==> config.mk <==
export PLATFORM = sky130hd
export DESIGN_NAME = apb_slave_mux_if_flat
export DESIGN_NICKNAME = d
export VERILOG_FILES = /design/src/rtl/apb_slave_mux_if_if.sv /design/src/rtl/apb_slave_mux_if.sv /design/src/flat_wrapper.sv
export SDC_FILE = /design/constraint.sdc
export NUM_CORES = 1
export LEC_CHECK = 0
export ABC_AREA = 0
export CAP_MARGIN = 20
export CORE_MARGIN = 8
export CORE_UTILIZATION = 35
export DETAILED_ROUTE_END_ITERATION = 12
export MAX_ROUTING_LAYER = met4
export PLACE_DENSITY = 0.81
export SETUP_SLACK_MARGIN = 0.4
export SLEW_MARGIN = 20
export SYNTH_ARGS = -nofsm -noshare
export SYNTH_HDL_FRONTEND = slang
export SYNTH_SLANG_ARGS = --single-unit
==> constraint.sdc <==
create_clock -name apb_clk_in -period 3.61 [get_ports apb_clk_in]
set_input_delay 1.083 -clock apb_clk_in [delete_from_list [all_inputs] [get_ports apb_clk_in]]
set_output_delay 1.083 -clock apb_clk_in [all_outputs]
set_load 0.03 [all_outputs]
==> src/rtl/apb_slave_mux_if_if.sv <==
// Bus bundle for apb_slave_mux_if: the upstream APB requester signals, the
// fan-out towards the downstream register blocks and the error-count side band.
interface apb_slave_mux_if_if #(
   parameter int unsigned APB_DATA_WIDTH = 32,
   parameter int unsigned APB_ADDR_WIDTH = 32,
   parameter int unsigned NUM_CH         = 4,
   parameter int unsigned CH_ADDR_BITS   = 12
);
   localparam int unsigned STRB_W = APB_DATA_WIDTH / 8;

   // upstream APB
   logic                          apb_psel_in;
   logic                          apb_penable_in;
   logic                          apb_write_in;
   logic [APB_ADDR_WIDTH-1:0]     apb_addr_in;
   logic [APB_DATA_WIDTH-1:0]     apb_wdata_in;
   logic [STRB_W-1:0]             apb_strb_in;
   logic [2:0]                    apb_prot_in;
   logic [APB_DATA_WIDTH-1:0]     apb_rdata_out;
   logic                          apb_ready_out;
   logic                          apb_slverr_out;

   // downstream channels
   logic [NUM_CH-1:0]             other_sel_out;
   logic [CH_ADDR_BITS-1:0]       other_addr_out;
   logic                          other_write_out;
   logic [APB_DATA_WIDTH-1:0]     other_wdata_out;
   logic [STRB_W-1:0]             other_strb_out;
   logic [2:0]                    other_prot_out;
   logic [NUM_CH*APB_DATA_WIDTH-1:0] other_rdata_in;
   logic [NUM_CH-1:0]             other_ready_in;
   logic [NUM_CH-1:0]             other_error_in;

   // error counter side band
   logic                          err_clr_in;
   logic [7:0]                    err_count_out;

   modport slave (
      input  apb_psel_in, apb_penable_in, apb_write_in, apb_addr_in,
             apb_wdata_in, apb_strb_in, apb_prot_in,
             other_rdata_in, other_ready_in, other_error_in, err_clr_in,
      output apb_rdata_out, apb_ready_out, apb_slverr_out,
             other_sel_out, other_addr_out, other_write_out, other_wdata_out,
             other_strb_out, other_prot_out, err_count_out
   );

   modport master (
      output apb_psel_in, apb_penable_in, apb_write_in, apb_addr_in,
             apb_wdata_in, apb_strb_in, apb_prot_in,
             other_rdata_in, other_ready_in, other_error_in, err_clr_in,
      input  apb_rdata_out, apb_ready_out, apb_slverr_out,
             other_sel_out, other_addr_out, other_write_out, other_wdata_out,
             other_strb_out, other_prot_out, err_count_out
   );
endinterface

==> src/rtl/apb_slave_mux_if.sv <==
// APB slave that terminates one requester port and forwards each transfer to
// one of NUM_CH register blocks chosen by address window. Detects decode
// misses, downstream timeouts and mid-transfer protocol violations, answering
// all of them with PSLVERR, and keeps a saturating count of error responses.
module apb_slave_mux_if #(
   parameter int unsigned              APB_DATA_WIDTH = 32,
   parameter int unsigned              APB_ADDR_WIDTH = 32,
   parameter int unsigned              NUM_CH         = 4,
   parameter int unsigned              CH_ADDR_BITS   = 12,
   parameter logic [APB_ADDR_WIDTH-1:0] BASE_ADDR     = '0,
   parameter int unsigned              TIMEOUT_CYCLE  = 16
) (
   input logic                apb_clk_in,
   input logic                apb_rst_in,
   apb_slave_mux_if_if.slave  bus
);
   localparam int unsigned STRB_W = APB_DATA_WIDTH / 8;
   localparam int unsigned CH_W   = (NUM_CH > 1) ? $clog2(NUM_CH) : 1;
   localparam int unsigned CNT_W  = $clog2(TIMEOUT_CYCLE);
   // one bit wider than the address so NUM_CH windows never overflow
   localparam logic [APB_ADDR_WIDTH:0] SPAN =
      (APB_ADDR_WIDTH+1)'(NUM_CH) << CH_ADDR_BITS;

   typedef enum logic [1:0] {IDLE, ACCESS, RESP} state_t;

   state_t                     state_q, state_d;
   logic [APB_ADDR_WIDTH-1:0]  paddr_q, paddr_d;
   logic [CH_ADDR_BITS-1:0]    off_q, off_d;
   logic                       write_q, write_d;
   logic [APB_DATA_WIDTH-1:0]  wdata_q, wdata_d;
   logic [STRB_W-1:0]          strb_q, strb_d;
   logic [2:0]                 prot_q, prot_d;
   logic [CH_W-1:0]            ch_q, ch_d;
   logic [NUM_CH-1:0]          sel_q, sel_d;
   logic [CNT_W-1:0]           cnt_q, cnt_d;
   logic [APB_DATA_WIDTH-1:0]  rdata_q, rdata_d;
   logic                       ready_q, ready_d;
   logic                       slverr_q, slverr_d;
   logic [7:0]                 errcnt_q, errcnt_d;

   logic [APB_ADDR_WIDTH-1:0]  offset;
   logic                       hit;
   logic [CH_W-1:0]            ch_dec;
   logic                       violation;
   logic                       ch_ready;
   logic                       ch_error;
   logic [APB_DATA_WIDTH-1:0]  ch_rdata;

   // Address decode of the live bus plus the latched-vs-live protocol check.
   always_comb begin
      offset    = bus.apb_addr_in - BASE_ADDR;
      hit       = (bus.apb_addr_in >= BASE_ADDR) && ({1'b0, offset} < SPAN);
      ch_dec    = offset[CH_ADDR_BITS +: CH_W];
      violation = !bus.apb_penable_in
               || (bus.apb_addr_in  != paddr_q)
               || (bus.apb_write_in != write_q)
               || (bus.apb_prot_in  != prot_q)
               || (bus.apb_strb_in  != strb_q)
               || (write_q && (bus.apb_wdata_in != wdata_q));
      ch_ready  = bus.other_ready_in[ch_q];
      ch_error  = bus.other_error_in[ch_q];
      ch_rdata  = bus.other_rdata_in[int'(ch_q)*APB_DATA_WIDTH +: APB_DATA_WIDTH];
   end

   // Next-state and registered-output logic of the IDLE/ACCESS/RESP machine.
   always_comb begin
      // NOTE: every signal gets a default before the case so no path infers a latch.
      state_d  = state_q;
      paddr_d  = paddr_q;
      off_d    = off_q;
      write_d  = write_q;
      wdata_d  = wdata_q;
      strb_d   = strb_q;
      prot_d   = prot_q;
      ch_d     = ch_q;
      sel_d    = sel_q;
      cnt_d    = cnt_q;
      rdata_d  = '0;
      ready_d  = 1'b0;
      slverr_d = 1'b0;

      case (state_q)
         IDLE: begin
            if (bus.apb_psel_in && !bus.apb_penable_in) begin
               paddr_d = bus.apb_addr_in;
               off_d   = offset[CH_ADDR_BITS-1:0];
               write_d = bus.apb_write_in;
               wdata_d = bus.apb_wdata_in;
               strb_d  = bus.apb_write_in ? bus.apb_strb_in : '0;
               prot_d  = bus.apb_prot_in;
               ch_d    = ch_dec;
               cnt_d   = '0;
               if (hit) begin
                  sel_d   = NUM_CH'(1) << ch_dec;
                  state_d = ACCESS;
               end else begin
                  ready_d  = 1'b1;
                  slverr_d = 1'b1;
                  state_d  = RESP;
               end
            end
         end

         ACCESS: begin
            if (!bus.apb_psel_in) begin
               // requester walked away: drop the channel silently
               sel_d   = '0;
               state_d = IDLE;
            end else if (violation) begin
               sel_d    = '0;
               ready_d  = 1'b1;
               slverr_d = 1'b1;
               state_d  = RESP;
            end else if (ch_ready) begin
               sel_d    = '0;
               ready_d  = 1'b1;
               slverr_d = ch_error;
               rdata_d  = write_q ? '0 : ch_rdata;
               state_d  = RESP;
            end else if (cnt_q == CNT_W'(TIMEOUT_CYCLE - 1)) begin
               sel_d    = '0;
               ready_d  = 1'b1;
               slverr_d = 1'b1;
               state_d  = RESP;
            end else begin
               cnt_d = cnt_q + 1'b1;
            end
         end

         RESP: state_d = IDLE;

         default: state_d = IDLE;
      endcase
   end

   // Saturating error counter; a clear wins over a same-cycle increment.
   always_comb begin
      errcnt_d = errcnt_q;
      if (bus.err_clr_in) begin
         errcnt_d = '0;
      end else if ((state_q == RESP) && slverr_q && (errcnt_q != 8'hFF)) begin
         errcnt_d = errcnt_q + 8'd1;
      end
   end

   // State and datapath registers with synchronous reset.
   always_ff @(posedge apb_clk_in) begin
      // NOTE: non-blocking so every register samples the pre-edge values of the others.
      if (apb_rst_in) begin
         // NOTE: latched datapath registers are reset too, since they drive outputs that read 0 out of reset.
         state_q  <= IDLE;
         paddr_q  <= '0;
         off_q    <= '0;
         write_q  <= 1'b0;
         wdata_q  <= '0;
         strb_q   <= '0;
         prot_q   <= '0;
         ch_q     <= '0;
         sel_q    <= '0;
         cnt_q    <= '0;
         rdata_q  <= '0;
         ready_q  <= 1'b0;
         slverr_q <= 1'b0;
         errcnt_q <= '0;
      end else begin
         state_q  <= state_d;
         paddr_q  <= paddr_d;
         off_q    <= off_d;
         write_q  <= write_d;
         wdata_q  <= wdata_d;
         strb_q   <= strb_d;
         prot_q   <= prot_d;
         ch_q     <= ch_d;
         sel_q    <= sel_d;
         cnt_q    <= cnt_d;
         rdata_q  <= rdata_d;
         ready_q  <= ready_d;
         slverr_q <= slverr_d;
         errcnt_q <= errcnt_d;
      end
   end

   assign bus.apb_rdata_out   = rdata_q;
   assign bus.apb_ready_out   = ready_q;
   assign bus.apb_slverr_out  = slverr_q;
   assign bus.other_sel_out   = sel_q;
   assign bus.other_addr_out  = off_q;
   assign bus.other_write_out = write_q;
   assign bus.other_wdata_out = wdata_q;
   assign bus.other_strb_out  = strb_q;
   assign bus.other_prot_out  = prot_q;
   assign bus.err_count_out   = errcnt_q;
endmodule

==> src/flat_wrapper.sv <==
// flat-port wrapper written by rule: the top's interface ports become plain ports
module apb_slave_mux_if_flat 
#(
   parameter int unsigned              APB_DATA_WIDTH = 32,
   parameter int unsigned              APB_ADDR_WIDTH = 32,
   parameter int unsigned              NUM_CH         = 4,
   parameter int unsigned              CH_ADDR_BITS   = 12,
   parameter logic [APB_ADDR_WIDTH-1:0] BASE_ADDR     = '0,
   parameter int unsigned              TIMEOUT_CYCLE  = 16
)
  (apb_clk_in, apb_rst_in, bus_apb_psel_in, bus_apb_penable_in, bus_apb_write_in, bus_apb_addr_in, bus_apb_wdata_in, bus_apb_strb_in, bus_apb_prot_in, bus_other_rdata_in, bus_other_ready_in, bus_other_error_in, bus_err_clr_in, bus_apb_rdata_out, bus_apb_ready_out, bus_apb_slverr_out, bus_other_sel_out, bus_other_addr_out, bus_other_write_out, bus_other_wdata_out, bus_other_strb_out, bus_other_prot_out, bus_err_count_out);
  apb_slave_mux_if_if #(.APB_DATA_WIDTH(APB_DATA_WIDTH), .APB_ADDR_WIDTH(APB_ADDR_WIDTH), .NUM_CH(NUM_CH), .CH_ADDR_BITS(CH_ADDR_BITS)) bus_i ();
  input logic apb_clk_in;
  input logic apb_rst_in;
  input wire logic [$bits(bus_i.apb_psel_in)-1:0] bus_apb_psel_in;
  input wire logic [$bits(bus_i.apb_penable_in)-1:0] bus_apb_penable_in;
  input wire logic [$bits(bus_i.apb_write_in)-1:0] bus_apb_write_in;
  input wire logic [$bits(bus_i.apb_addr_in)-1:0] bus_apb_addr_in;
  input wire logic [$bits(bus_i.apb_wdata_in)-1:0] bus_apb_wdata_in;
  input wire logic [$bits(bus_i.apb_strb_in)-1:0] bus_apb_strb_in;
  input wire logic [$bits(bus_i.apb_prot_in)-1:0] bus_apb_prot_in;
  input wire logic [$bits(bus_i.other_rdata_in)-1:0] bus_other_rdata_in;
  input wire logic [$bits(bus_i.other_ready_in)-1:0] bus_other_ready_in;
  input wire logic [$bits(bus_i.other_error_in)-1:0] bus_other_error_in;
  input wire logic [$bits(bus_i.err_clr_in)-1:0] bus_err_clr_in;
  output wire logic [$bits(bus_i.apb_rdata_out)-1:0] bus_apb_rdata_out;
  output wire logic [$bits(bus_i.apb_ready_out)-1:0] bus_apb_ready_out;
  output wire logic [$bits(bus_i.apb_slverr_out)-1:0] bus_apb_slverr_out;
  output wire logic [$bits(bus_i.other_sel_out)-1:0] bus_other_sel_out;
  output wire logic [$bits(bus_i.other_addr_out)-1:0] bus_other_addr_out;
  output wire logic [$bits(bus_i.other_write_out)-1:0] bus_other_write_out;
  output wire logic [$bits(bus_i.other_wdata_out)-1:0] bus_other_wdata_out;
  output wire logic [$bits(bus_i.other_strb_out)-1:0] bus_other_strb_out;
  output wire logic [$bits(bus_i.other_prot_out)-1:0] bus_other_prot_out;
  output wire logic [$bits(bus_i.err_count_out)-1:0] bus_err_count_out;
  assign bus_i.apb_psel_in = bus_apb_psel_in;
  assign bus_i.apb_penable_in = bus_apb_penable_in;
  assign bus_i.apb_write_in = bus_apb_write_in;
  assign bus_i.apb_addr_in = bus_apb_addr_in;
  assign bus_i.apb_wdata_in = bus_apb_wdata_in;
  assign bus_i.apb_strb_in = bus_apb_strb_in;
  assign bus_i.apb_prot_in = bus_apb_prot_in;
  assign bus_i.other_rdata_in = bus_other_rdata_in;
  assign bus_i.other_ready_in = bus_other_ready_in;
  assign bus_i.other_error_in = bus_other_error_in;
  assign bus_i.err_clr_in = bus_err_clr_in;
  assign bus_apb_rdata_out = bus_i.apb_rdata_out;
  assign bus_apb_ready_out = bus_i.apb_ready_out;
  assign bus_apb_slverr_out = bus_i.apb_slverr_out;
  assign bus_other_sel_out = bus_i.other_sel_out;
  assign bus_other_addr_out = bus_i.other_addr_out;
  assign bus_other_write_out = bus_i.other_write_out;
  assign bus_other_wdata_out = bus_i.other_wdata_out;
  assign bus_other_strb_out = bus_i.other_strb_out;
  assign bus_other_prot_out = bus_i.other_prot_out;
  assign bus_err_count_out = bus_i.err_count_out;
  apb_slave_mux_if #(.APB_DATA_WIDTH(APB_DATA_WIDTH), .APB_ADDR_WIDTH(APB_ADDR_WIDTH), .NUM_CH(NUM_CH), .CH_ADDR_BITS(CH_ADDR_BITS), .BASE_ADDR(BASE_ADDR), .TIMEOUT_CYCLE(TIMEOUT_CYCLE)) u_core (.apb_clk_in(apb_clk_in), .apb_rst_in(apb_rst_in), .bus(bus_i));
endmodule
==> summary.txt, run 1 <==
Status
  – Outcome: finished clean

Power and ir drop
  – Pwr dens: 378.8 mW/mm^2
  – VDD IR-drop max: 0.0002917 V
  – Leak pwr: 3.913 nW

Clock network
  – Max Root-Sink Buffers: 2
  – H-tree levels: 4
  – Clock latency at the later pin of the worst-skew pair: between 0.4 and 0.5 ns
  – Inserted Clock Buffers: 17
  – Root Buffer: clkbuf_16
  – CTS clock-pin slew for the worst setup and hold paths: 0.06 ns
  – CTS tree: done
  – Sink Count: 124

Placement
  – Pre-CTS setup slack: -0.2053 ns
  – Buffers on Ports: between 300 and 400
  – # placed instances: 1181
  – Detailed-placement wirelength estimate: between 15 and 20 mm
  – Placed instance area: 0.009575 mm^2
  – Gpl congestion: 0.8170

Timing
  – TNS Setup: 0 ns
  – Final min period: 3.154 ns
  – Setup Skew: 0.007381 ns
  – Final Slew Violations: 0
  – Worst setup margin: 0.4563 ns
  – Final hold viol count: 0
  – Slew HR: 57.60%
  – Worst Hold Slack: 0.4654 ns
  – RSZ-0062 raised after global routing: no
  – Final setup fails: 0
  – Tightest Pin Transition: 0.6360 ns
  – Peak Freq: 317.1 MHz
  – Fin crit share: 87.36%

Worst setup path
  – Worst Path Max Fanout: 8
  – Crit path top cell by count: or4_4
  – Cell with the largest stage delay on the worst path: clkdlybuf4s50_1
  – Critical Path Start Type: input port
  – Worst setup EP type: flip-flop
  – CP Class: input port to flip-flop
  – CP Cell Sequence: clkdlybuf4s50_1 -> nand2_1 -> or4_4 -> or4_4 -> nand4bb_4 -> buf_6 -> buf_16 -> nor2b_2
  – Data arrival time of the worst path: 3.51 ns
  – Worst reg-to-reg path cell count: 8
  – Crit-path max cell delay: approximately 0.57 ns
  – Worst r2r src: u_core.bus.other_addr_out[5]$_SDFFE_PP0P_
  – Reg2reg setup slack: 0.88 ns
  – R2r endpoint: u_core.bus.apb_rdata_out[1]$_SDFF_PP0_
  – Worst EP required: 3.96 ns

Job
  – MaxCap Viol Count: 0

Logic synthesis
  – Synth Area in XOR/XNOR: ~11%
  – Post-synth ARST share: 0%
  – Mux contribution to synthesized area: between 10% and 20%
  – Simple-gate portion of the synthesized area: 22.85%
  – Synthesized cell area: between 0.006 and 0.007 mm^2
  – Synth Area in Adders: 0.4015%
  – EDFF count, synth: 0
  – Sequential share of the synthesized area: 39.83%
  – Gate Count Post-Synth: between 600 and 700
  – Largest family of logic cells by synthesized area: simple AND/OR/NAND/NOR gates
  – Syn nets: approximately 900
  – Syn_area_per_cell: 9.316 um^2
  – Synth Register Bits: 124
  – Compound-Gate Fraction of Synth Area: 9.235%
  – Synth warnings: 0
  – Library cells used by synthesis: 47
  – Ys flop type: dfxtp_1

Detailed routing
  – Post-Route WL: 22.78 mm
  – DRT antenna net count: 0
  – Highest routed layer: met4
  – M1 WL: 9.394 mm
  – Residual DRC: 0
  – Met2 WL: ~11 mm
  – Pre-Repair DR Iteration Count: 5
  – Met3 wire length: 2.149 mm
  – Via density: approximately 5
  – Wire per inst: 18.63 um
  – Via count: 6106
  – Initial DRC count: between 300 and 400

Min path
  – Worst Min Path Start: u_core.paddr_q[14]$_SDFFE_PP0P_
  – Hold Crit Class: flip-flop to flip-flop
  – Hold Crit Depth: 2
  – WHS Endpoint: u_core.paddr_q[14]$_SDFFE_PP0P_

Global route
  – Largest net degree at the start of global routing: 76
  – First-pass GRT wire length: 34.13 mm
  – Global-route usage over all layers: 20.19%
  – Initial antenna violation count: 1
  – Total grt overflow: 0
  – Vias in the first global route: around 6.4k

Floorplan
  – Initial Utilization: a little over a third
  – Placeable Area: 0.01772 mm^2
  – Die X: approximately 150 um
  – Chip height: 149.4 um
  – Site row count: 49
  – Die ar.: 0.02233 mm^2
  – I/O pins: 311

Final layout
  – Final Net Count: 1195
  – Finished Layout Cells: 1223
  – Area Growth Syn to Fin: 68.50%
  – Design area: 0.01050 mm^2
  – Layout cells sized above 1: about 16%
-- critical path, delay by kind of cell --
kind | cells | cell delay, ns
buf+inv | 3 | 0.89
simple gates | 5 | 1.53
-- state kept, by name (all words and copies together), names as in the netlist, 3 cells and up --
signal	flops
u_core.bus.other_prot_out	3
u_core.paddr_q	20
u_core.bus.other_wdata_out	32
u_core.cnt_q	4
u_core.bus.apb_rdata_out	32
u_core.bus.other_addr_out	11
u_core.bus.other_sel_out	4
u_core.bus.err_count_out	8
u_core.bus.other_strb_out	4
-- cells by family after synthesis --
group / count (synthesis)
and+or+nand+nor: 274
DFF: 124
AOI/OAI and AO/OA: 103
xor gates and xnor gates: 78
buffers and inverters: 53
muxes: 35
adders and majority gates: 2
-- stage by stage --
stage | util [%] | total power [mW]
after global routing | 59.27 | 4.125
after global placement | 54.04 | 2.139
after CTS | 58.71 | 4.010
after detailed placement | 54.04 | 2.148
after floorplan | - | 1.766
final | 59.27 | 3.978
-- synth_stat cells (2+ instances only) --
library cell  count  area (um^2)
nor2b_2          30        262.8
buf_4            12        90.09
nand3_1           9        45.04
dfxtp_1         124         2482
a21oi_1          78        390.4
or3_1             3        18.77
a2bb2oi_1         2        17.52
mux4_2           34        765.7
nand4b_1          2        17.52
nand2_1         154        578.1
inv_1             4        15.01
xor2_1           56        490.5
buf_1             4        15.01
nor2b_1           5        31.28
or4_1             3        22.52
a31oi_1           3        18.77
a31o_2            2        17.52
buf_6             3        33.78
and3_1            3        18.77
nor3_1            3        15.01
xnor2_1          22        192.7
nor4b_1           3        26.28
o211ai_1          2        15.01
o22a_1            2        17.52
nand2b_1          7        43.79
ha_1              2        25.02
nor2_1           10        37.54
o31ai_1           5        37.54
o21ai_0           4        20.02
clkbuf_1         30        112.6
nor4_1           18        112.6
or2_2             2        12.51
nand4_1          14        87.58
-- power by group --
group / internal [mW] / total, mW / leakage (nW) / switching (mW)
Clock: 1.20 / 1.85 / 0.302 / 0.650
Combinational: 0.402 / 0.690 / 2.60 / 0.288
Sequential: 1.41 / 1.44 / 1.01 / 0.0349
-- layout make-up --
cell class | instances | area (um^2)
well taps | 229 | 286.5
flip-flops and latches | 124 | 2484
repair buffers | 341 | 3466
inverters | 4 | 15.01
multi-input cells | 492 | 3605
clock buffers | 19 | 452.9
clock inverters | 13 | 190.2
diodes | 1 | 2.502
fillers | 1501 | 7217
-- repair_timing --
| item | CTS | global route |
|---|---|---|
| gates resized for setup | 36 | 21 |
| endpoints found under the hold margin | 0 | 0 |
| hold buffers | 0 | 0 |
| setup buffers | 5 | 1 |
| pin swaps | 5 | 6 |
| endpoints found under the setup margin | 36 | 36 |
| gates cloned | 3 | 0 |
-- routing by layer --
| layer | GRT usage (%) | vias up |
|---|---|---|
| li1 | - | 2944 |
| met1 | 23.42 | 2884 |
| met2 | 32.07 | 257 |
| met3 | 8.044 | 21 |
| met4 | 4.997 | 0 |
| met5 | - | - |
-- worst max path at each step --
stage / from / endpoint / slack (ns) / cells past startpoint
finish: bus_apb_penable_in / u_core.bus.apb_rdata_out[1]$_SDFF_PP0_ / 0.46 / 8
global placement: bus_apb_addr_in[21] / u_core.bus.apb_rdata_out[8]$_SDFF_PP0_ / -0.15 / 8
CTS: bus_apb_addr_in[5] / u_core.bus.apb_rdata_out[8]$_SDFF_PP0_ / 0.33 / 9
global route: bus_apb_addr_in[3] / u_core.bus.apb_rdata_out[8]$_SDFF_PP0_ / 0.41 / 9
floorplan: bus_apb_addr_in[8] / u_core.bus.apb_rdata_out[9]$_SDFF_PP0_ / 0.41 / 7
detailed placement: bus_apb_addr_in[8] / u_core.bus.apb_rdata_out[31]$_SDFF_PP0_ / -0.21 / 8
-- placed cells by master, fill, tap and decap left out, types with 3 or more instances in the layout --
| cell type | synthesis | final |
|---|---|---|
| xnor2_2 | 0 | 10 |
| dlymetal6s2s_1 | 0 | 11 |
| clkinv_4 | 0 | 3 |
| buf_16 | 0 | 3 |
| nand3_1 | 9 | 9 |
| clkdlybuf4s50_1 | 0 | 290 |
| nor2_1 | 10 | 10 |
| nor4b_1 | 3 | 3 |
| bufinv_16 | 0 | 4 |
| a31oi_1 | 3 | 3 |
| o31ai_1 | 5 | 5 |
| dfxtp_1 | 124 | 123 |
| a21oi_1 | 78 | 78 |
| clkinvlp_4 | 0 | 4 |
| nand2b_1 | 7 | 7 |
| buf_12 | 0 | 4 |
| buf_6 | 3 | 4 |
| dlygate4sd2_1 | 0 | 4 |
| xor2_2 | 0 | 3 |
| xnor2_1 | 22 | 12 |
| xor2_1 | 56 | 53 |
| nand4_1 | 14 | 14 |
| mux4_2 | 34 | 34 |
| clkbuf_16 | 0 | 17 |
| o21ai_0 | 4 | 4 |
| nor2b_1 | 5 | 3 |
| and3_1 | 3 | 3 |
| nor4_1 | 18 | 18 |
| inv_1 | 4 | 4 |
| nand2_1 | 154 | 154 |
| buf_4 | 12 | 23 |
| nor2b_2 | 30 | 31 |
No activity file was read; power rests on OpenSTA's default activity.
==> run 2: changes to the inputs <==
--- a/config.mk
+++ b/config.mk
@@ -12,6 +12,7 @@
 export DETAILED_ROUTE_END_ITERATION = 12
 export MAX_ROUTING_LAYER = met4
 export PLACE_DENSITY = 0.81
+export REMOVE_ABC_BUFFERS = 1
 export SETUP_SLACK_MARGIN = 0.4
 export SLEW_MARGIN = 20
 export SYNTH_ARGS = -nofsm -noshare
==> run 2 against run 1 <==
Die area unchanged. Register-to-register slack got worse by 0.17 ns. Flip-flop and latch count stayed put. Worst setup slack got worse by 0.051 ns. Hold slack gained 0.0017 ns. Via count increased by 2.9%. Critical path type unchanged. Highest routed layer unchanged.
==> summary.txt, run 2 (same netlist as run 1, synthesis figures left out) <==
Worst setup path
  – CP Cell Sequence: buf_6 -> xor2_2 -> or4_4 -> or4b_4 -> or4_4 -> nand4bb_4 -> buf_6 -> buf_16 -> nor2b_2
  – Buf/Inv on CP: 3
  – Worst setup EP type: flip-flop
  – Family with the most delay on the worst path: simple AND/OR/NAND/NOR gates
  – Crit path from: bus_apb_addr_in[8]
  – Worst r2r src: u_core.bus.other_write_out$_SDFFE_PP0P_
  – R2r endpoint: u_core.bus.apb_rdata_out[27]$_SDFF_PP0_
  – Worst EP required: 3.96 ns
  – Setup crit end: u_core.bus.apb_rdata_out[27]$_SDFF_PP0_
  – WP depth: 9
  – Worst reg-to-reg path cell count: 8
  – Worst Path Max Fanout: 8
  – CP Class: input port to flip-flop
  – Reg2reg setup slack: 0.71 ns
  – Cell with the largest stage delay on the worst path: or4_4
  – Data arrival time of the worst path: 3.55 ns
  – Critical Path Start Type: input port
  – Crit-path max cell delay: around 0.53 ns

Timing
  – TNS Setup: 0 ns
  – RSZ-0062 raised after global routing: yes
  – Setup Skew: 0.008121 ns
  – Tightest Pin Transition: roughly 0.65 ns
  – Peak Freq: 312.0 MHz
  – Final setup fails: 0
  – Final min period: 3.205 ns
  – Final hold viol count: 0
  – Slew HR: 56.71%
  – Fin crit share: 88.78%
  – Final Slew Violations: 0
  – Worst setup margin: 0.4051 ns

Detailed routing
  – Initial DRC count: 305
  – Via density: 5.021
  – Via count: 6286
  – DRT antenna net count: 0
  – Residual DRC: 0
  – Post-Route WL: between 20 and 30 mm
  – Pre-Repair DR Iteration Count: 7
  – Wire per inst: around 21 um

Placement
  – Pre-CTS setup slack: -0.2653 ns
  – Detailed-placement wirelength estimate: 19.93 mm
  – Gpl congestion: 0.8837
  – Buffers on Ports: between 300 and 400

Clock network
  – Root Buffer: clkbuf_16
  – CTS clock-pin slew for the worst setup and hold paths: 0.05 ns
  – Max Root-Sink Buffers: 2
  – Sink Count: about 120
  – Hold-fix buffers at CTS: 0
  – Inserted Clock Buffers: 17
  – H-tree levels: 4
  – Clock latency at the later pin of the worst-skew pair: 0.41 ns
  – CTS tree: done

Final layout
  – Layout cells sized above 1: 17.11%
  – Commonest non-fill, non-tap cell in the layout: clkdlybuf4s50_1
  – Area Growth Syn to Fin: 70.45%
  – Commonest non-fill, non-tap cells in the layout: clkdlybuf4s50_1 (290), nand2_1 (154), dfxtp_1 (122)
  – Final Net Count: 1208
  – Filler cells: 1472

Floorplan
  – Site row count: 49
  – Die X: 149.4 um
  – Initial Utilization: between 30% and 40%
  – Placeable Area: 0.01772 mm^2
  – I/O pins: ~310
  – Die ar.: 0.02233 mm^2
  – Chip height: 149.4 um

Power and ir drop
  – VDD IR-drop max: 0.0003393 V
  – Leak pwr: 3.974 nW
  – Pwr dens: 357.9 mW/mm^2

Global route
  – Vias in the first global route: 6567
  – First-pass GRT wire length: 37.78 mm
  – Largest net degree at the start of global routing: 72
  – Global-route usage over all layers: 23.28%
  – Initial antenna violation count: 17
  – Total grt overflow: 0

Job
  – MaxCap Viol Count: 0

Status
  – Outcome: finished clean

Min path
  – Worst Min Path Start: u_core.paddr_q[25]$_SDFFE_PP0P_
  – Hold Crit Class: flip-flop to flip-flop
run 2: cell types whose count changed in the layout (fill, tap and decap cells not counted), sizes merged:
| cell | change |
|---|---|
| diode | +17 |
| bufinv | -2 |
| buf | +11 |
| bufbuf | +1 |
| clkdlybuf4s15 | +1 |
| clkinv | +1 |
run 2: worst min path at each step:
stage	depth (start not counted)	slack [ns]	to
after floorplan	2	0.44	u_core.paddr_q[14]$_SDFFE_PP0P_
after global placement	2	0.45	u_core.paddr_q[19]$_SDFFE_PP0P_
after detailed placement	2	0.46	u_core.paddr_q[24]$_SDFFE_PP0P_
after CTS	2	0.47	u_core.paddr_q[24]$_SDFFE_PP0P_
after global routing	2	0.50	u_core.paddr_q[29]$_SDFFE_PP0P_
final	2	0.47	u_core.paddr_q[25]$_SDFFE_PP0P_
run 2: per-stage QoR:
stage                     hold WS (ns)  power (mW)  cell area [um^2]  util (%)  instances
after floorplan                 0.4420       1.745              5981         -        620
after global placement          0.4533       2.165              9714     54.83       1196
after detailed placement        0.4589       2.176              9714     54.83       1196
after CTS                       0.4669       3.831             10460     59.01       1234
after global routing            0.4971       3.952             10620     59.94       1251
final                           0.4672       3.802             10620     59.95       1252
run 2: report_power, final:
part | total (mW) | leakage (nW) | internal, mW | switching (mW)
registers | 1.44 | 1.01 | 1.41 | 0.0362
logic | 0.721 | 2.70 | 0.423 | 0.298
clock network | 1.64 | 0.265 | 1.01 | 0.631
total | 3.80 | 3.97 | 2.84 | 0.965
run 2: metal layers:
layer | share of wire [%] | vias up | global-route usage (%)
met3 | 11 | 54 | 9.767
met2 | 50 | 304 | 39.19
met1 | 35 | 2937 | 22.49
met5 | 0 | - | -
li1 | - | 2991 | -
met4 | 4.4 | 0 | 12.32
run 2: worst register-to-register path, stage by stage (launching register included):
cell and delay [ns]:
dfxtp_1 0.50, xor2_2 0.12, or4_4 0.52, or4b_4 0.53, or4_4 0.44, nand4bb_4 0.29
buf_6 0.18, buf_16 0.15, nor2b_2 0.11
run 2: what timing repair did:
action | 4_1_cts | 5_1_grt
setup endpoints to repair | 36 | 32
gates resized for setup | 36 | 25
pin swaps | 5 | 8
endpoints found under the hold margin | 0 | 0
buffers inserted | 4 | 0
cloned | 3 | 0
run 2: cell type report:
type,instances,area [um^2],area share [%]
inverters,4,15.01,0.1413
diodes,18,45.04,0.4240
repair buffers,354,3587,33.77
clock inverters,12,123.9,1.166
flip-flops and latches,124,2485,23.39
multi-input cells,492,3647,34.33
clock buffers,19,432.9,4.075
well taps,229,286.5,2.697
==> variant 1: new RTL, flow settings as in run 2 <==
`APB_ADDR_WIDTH` is set to 32 in 3 places; all go to 16.
--- a/src/rtl/apb_slave_mux_if_if.sv
+++ b/src/rtl/apb_slave_mux_if_if.sv
@@ -3,5 +3,5 @@
 interface apb_slave_mux_if_if #(
    parameter int unsigned APB_DATA_WIDTH = 32,
-   parameter int unsigned APB_ADDR_WIDTH = 32,
+   parameter int unsigned APB_ADDR_WIDTH = 16,
    parameter int unsigned NUM_CH         = 4,
    parameter int unsigned CH_ADDR_BITS   = 12
--- a/src/rtl/apb_slave_mux_if.sv
+++ b/src/rtl/apb_slave_mux_if.sv
@@ -5,5 +5,5 @@
 module apb_slave_mux_if #(
    parameter int unsigned              APB_DATA_WIDTH = 32,
-   parameter int unsigned              APB_ADDR_WIDTH = 32,
+   parameter int unsigned              APB_ADDR_WIDTH = 16,
    parameter int unsigned              NUM_CH         = 4,
    parameter int unsigned              CH_ADDR_BITS   = 12,
--- a/src/flat_wrapper.sv
+++ b/src/flat_wrapper.sv
@@ -3,5 +3,5 @@
 #(
    parameter int unsigned              APB_DATA_WIDTH = 32,
-   parameter int unsigned              APB_ADDR_WIDTH = 32,
+   parameter int unsigned              APB_ADDR_WIDTH = 16,
    parameter int unsigned              NUM_CH         = 4,
    parameter int unsigned              CH_ADDR_BITS   = 12,
Ports: changed (resized bus_apb_addr_in); port bits go from 311 to 295. The function was not compared with the original's and may differ.
==> variant 1 against run 2 <==
  * Critical path type unchanged
  * Setup slack better by 0.11 ns
  * Global-route usage down 3.0 points
  * Count of clock-buffer cells in the layout down 10
  * Area after synthesis down 16%
  * Largest cell class is now non-clock buffers
  * Total power down 28%
  * Critical endpoint is now u_core.cnt_q[0]
  * Synthesized cell count down 18%
  * Sequential cell count down 16
  * Sequential power down 13%
  * Largest power group is now sequential cells
  * Wire length down 26%
  * Design area down 20%
  * Via count down 22%
==> variant 1: results (changes against run 2) <==
stage	metric	value	unit	change
power_and_ir_drop	leakage	3.05	nW	was 3.97 nW
worst_setup_path	slowest stage delay, CP	0.45	ns	was 0.53 ns
cts	Worst-Skew Late Latency	0.34	ns	was 0.41 ns
place	Placer Congestion	0.856		was 0.884
synthesis	Synth top cells by count	nand2_1 (115), dfxtp_1 (108), a21oi_1 (61)		was nand2_1 (154), dfxtp_1 (124), a21oi_1 (78)
timing	Setup Skew	0.00910	ns	was 0.00812 ns
cts	postcts setup bufs	0		was 4
routing	Total Wirelength	19300	um	was 26000 um
worst_setup_path	CP max stage cell	clkdlybuf4s50_1		was or4_4
synthesis	adder-cell area share of the yosys netlist	0.00479		was 0.00402
global_routing	met1 Use GR	0.229		was 0.225
cts	CTS buffer count	9		was 17
layout	layout cells sized above 1	0.0869		was 0.171
cts	level count of the clock H-tree	3		was 4
power_and_ir_drop	internal power	2.03	mW	was 2.84 mW
layout	Diodes inserted	0		was 18
min_path	Hold Crit Start	u_core.paddr_q[14]		was u_core.paddr_q[25]
status	outcome	completed		unchanged
synthesis	syn avg cell area	9.57	um2	was 9.32 um2
global_routing	met2 Use GR	0.345		was 0.392
layout	# fillers	1235		was 1472
global_routing	gr usage total	0.203		was 0.233
place	pre-CTS setup slack	0.112	ns	was -0.265 ns
synthesis	Synth Area in XOR/XNOR	0.106		was 0.110
global_routing	vias in the first global route	5090		was 6567
global_routing	first-pass GRT wire length	29800	um	was 37800 um
synthesis	Compound-Gate Fraction of Synth Area	0.0867		was 0.0924
routing	drt initial violations	277		was 305
routing	router iterations before antenna repair	4		was 7
global_routing	pin count of the biggest net entering global routing	39		was 72
routing	M1 WL	7930	um	was 9160 um
synthesis	Distinct cells, synth	42		was 47
worst_setup_path	reg2reg setup slack	1.38	ns	was 0.71 ns
layout	fin cells	1001		was 1252
variant 1: repair_timing:
item	4_1_cts	5_1_grt
hold buffers	0	0
resized for setup	0	1
endpoints found under the setup margin	0	4
variant 1: worst max path at each step:
stage | depth (start not counted) | startpoint | slack, ns | endpoint
final | 8 | bus_apb_wdata_in[27] | 0.52 | u_core.cnt_q[0]
after detailed placement | 8 | bus_apb_wdata_in[2] | 0.11 | u_core.cnt_q[0]
after CTS | 8 | bus_apb_wdata_in[20] | 0.47 | u_core.cnt_q[0]
after global placement | 8 | bus_apb_wdata_in[20] | 0.16 | u_core.cnt_q[0]
after floorplan | 5 | bus_apb_penable_in | -1.41 | u_core.bus.other_sel_out[0]
after global routing | 8 | bus_apb_wdata_in[2] | 0.46 | u_core.cnt_q[3]
variant 1: power groups by stage:
stage	logic, mW	clock network (mW)	registers [mW]
floorplan	0.172	0	1.34
global placement	0.580	0	1.28
detailed placement	0.584	0	1.28
CTS	0.588	0.927	1.25
global route	0.624	0.983	1.26
finish	0.585	0.890	1.25
variant 1: stage by stage:
step	utilization	power, mW	setup TNS, ns	instance area, um2	hold WS [ns]
2_1_floorplan	-	1.51	-63.74	4980	0.442
3_3_place_gp	0.564	1.86	0	8230	0.451
3_5_place_dp	0.564	1.86	0	8230	0.455
4_1_cts	0.582	2.77	0	8490	0.469
5_1_grt	0.582	2.86	0	8500	0.493
6_report	0.582	2.73	0	8500	0.466
variant 1: area by class of cell:
class / count / area, um2 / area share
clock inverters: 4 / 30.0 / 0.00353
repair buffers: 304 / 3010 / 0.355
well taps: 184 / 230 / 0.0271
inverters: 4 / 15.0 / 0.00177
clock buffers: 9 / 225 / 0.0265
multi-input cells: 388 / 2820 / 0.332
flip-flops and latches: 108 / 2160 / 0.255
==> variant 2: new RTL, config.mk and constraints of run 2 <==
Made on the original files. Reset style: asynchronous (`apb_rst_in`), changed in one clocked block. Comments in the files are not updated.
--- a/src/rtl/apb_slave_mux_if.sv
+++ b/src/rtl/apb_slave_mux_if.sv
@@ -145,5 +145,5 @@
 
    // State and datapath registers with synchronous reset.
-   always_ff @(posedge apb_clk_in) begin
+   always_ff @(posedge apb_clk_in or posedge apb_rst_in) begin
       // NOTE: non-blocking so every register samples the pre-edge values of the others.
       if (apb_rst_in) begin
Function: differs if apb_rst_in is asserted again (counterexample within 4 cycles, from zero or initial values and one cycle with apb_rst_in high); with apb_rst_in held inactive, the same outputs for 4 cycles.
==> variant 2 against run 2 <==
  * Wire length is 22% lower
  * Total power is 26% higher
  * Sequential cell count stayed put
  * Global-route usage is 4.7 points lower
  * Design area is 2.4% lower
  * Largest power group unchanged
  * Register-to-register slack better by 0.53 ns
  * Area after synthesis is 2.5% higher
  * Sequential power is 16% higher
  * Fmax is 1.5% higher
  * Setup slack better by 0.048 ns
  * Count of clock-buffer cells in the layout is 1 higher
==> variant 2: results (changes against run 2) <==
stage	metric	value	unit	change
min_path	hold path depth	1		was 2
place	post-DP HPWL	16300	um	was 19900 um
layout	nets@finish	1012		was 1208
routing	drt initial violations	180		was 305
timing	relative slew slack	0.478		was 0.567
worst_setup_path	arrival time at the worst endpoint	3.45	ns	was 3.55 ns
synthesis	register area share after synthesis	0.486		was 0.398
global_routing	pin count of the biggest net entering global routing	58		was 72
synthesis	Synth top cells by count	dfrtp_1 (124), xnor2_1 (71), mux2_2 (68)		was nand2_1 (154), dfxtp_1 (124), a21oi_1 (78)
power_and_ir_drop	maximum VDD drop	0.000315	V	was 0.000339 V
worst_setup_path	CP max stage cell	or4_1		was or4_4
place	Placer Congestion	0.830		was 0.884
synthesis	dominant synthesized flop cell	dfrtp_1		was dfxtp_1
global_routing	vias in the first global route	5824		was 6567
routing	Total Wirelength	20200	um	was 26000 um
worst_setup_path	crit path capture	u_core.bus.other_sel_out[0]		was u_core.bus.apb_rdata_out[27]
synthesis	synth top area cells	dfrtp_1 (49%), mux2_2 (12%), mux4_2 (12%)		was dfxtp_1 (40%), mux4_2 (12%), nand2_1 (9.3%)
power_and_ir_drop	internal power	3.44	mW	was 2.84 mW
cts	postcts setup bufs	0		was 4
status	outcome	completed		unchanged
layout	layout cells sized above 1	0.189		was 0.171
min_path	hold endpoint	u_core.bus.other_sel_out[1]		was u_core.paddr_q[25]
min_path	Hold Crit Start	u_core.bus.other_sel_out[1]		was u_core.paddr_q[25]
worst_setup_path	R2R Path End	u_core.cnt_q[0]		was u_core.bus.apb_rdata_out[27]
global_routing	gr usage total	0.186		was 0.233
worst_setup_path	slowest stage delay, CP	0.55	ns	was 0.53 ns
power_and_ir_drop	leakage	4.03	nW	was 3.97 nW
place	pre-CTS setup slack	-0.0380	ns	was -0.265 ns
==> variant 2: power by group through the flow <==
stage / clock network [mW] / logic, mW / registers [mW]
finish: 1.77 / 1.34 / 1.67
global route: 1.88 / 1.42 / 1.70
CTS: 1.82 / 1.36 / 1.68
detailed placement: 0 / 1.35 / 1.70
global placement: 0 / 1.34 / 1.69
floorplan: 0 / 0.521 / 1.92
==> variant 2: what timing repair did <==
item / in CTS / in global routing
setup endpoints to repair: 1 / 0
endpoints found under the hold margin: 0 / 0
resized for setup: 1 / 0
==> variant 2: stage by stage <==
stage               hold WS (ns)  total power [mW]   util  instances  setup TNS [ns]
detailed placement         0.497              3.05  0.543       1007         -0.0380
global placement           0.491              3.03  0.543       1007               0
floorplan                  0.501              2.44      -        456         -362.20
finish                     0.524              4.78  0.577       1040               0
CTS                        0.518              4.85  0.577       1039               0
global route               0.530              5.00  0.577       1040               0
==> variant 2: kinds of logic (layout without fill, tap and decap cells) <==
kind of cell,Yosys count,after routing,synth area share
AO/OA/AOI/OAI,18,18,0.0206
XOR/XNOR,79,79,0.108
adder cells (fa/ha/maj),2,2,0.00392
buffers and inverters,39,361,0.0302
flip-flops,124,124,0.486
multiplexers,104,104,0.243
other,0,1,0
AND/OR/NAND/NOR,122,122,0.108
==> variant 2: cell type report <==
| type | count | share of cell area |
|---|---|---|
| well taps | 229 | 0.0276 |
| clock inverters | 12 | 0.0156 |
| clock buffers | 20 | 0.0440 |
| diodes | 1 | 0.000241 |
| multi-input cells | 325 | 0.299 |
| inverters | 7 | 0.00302 |
| repair buffers | 322 | 0.311 |
| flip-flops and latches | 124 | 0.299 |
==> variant 2: layer usage <==
layer,wire length (um),GRT usage,part of all wire
met4,489,0.0777,0.024
met3,1730,0.0615,0.085
met1,7990,0.206,0.40
met5,0,-,0
met2,10000,0.305,0.50
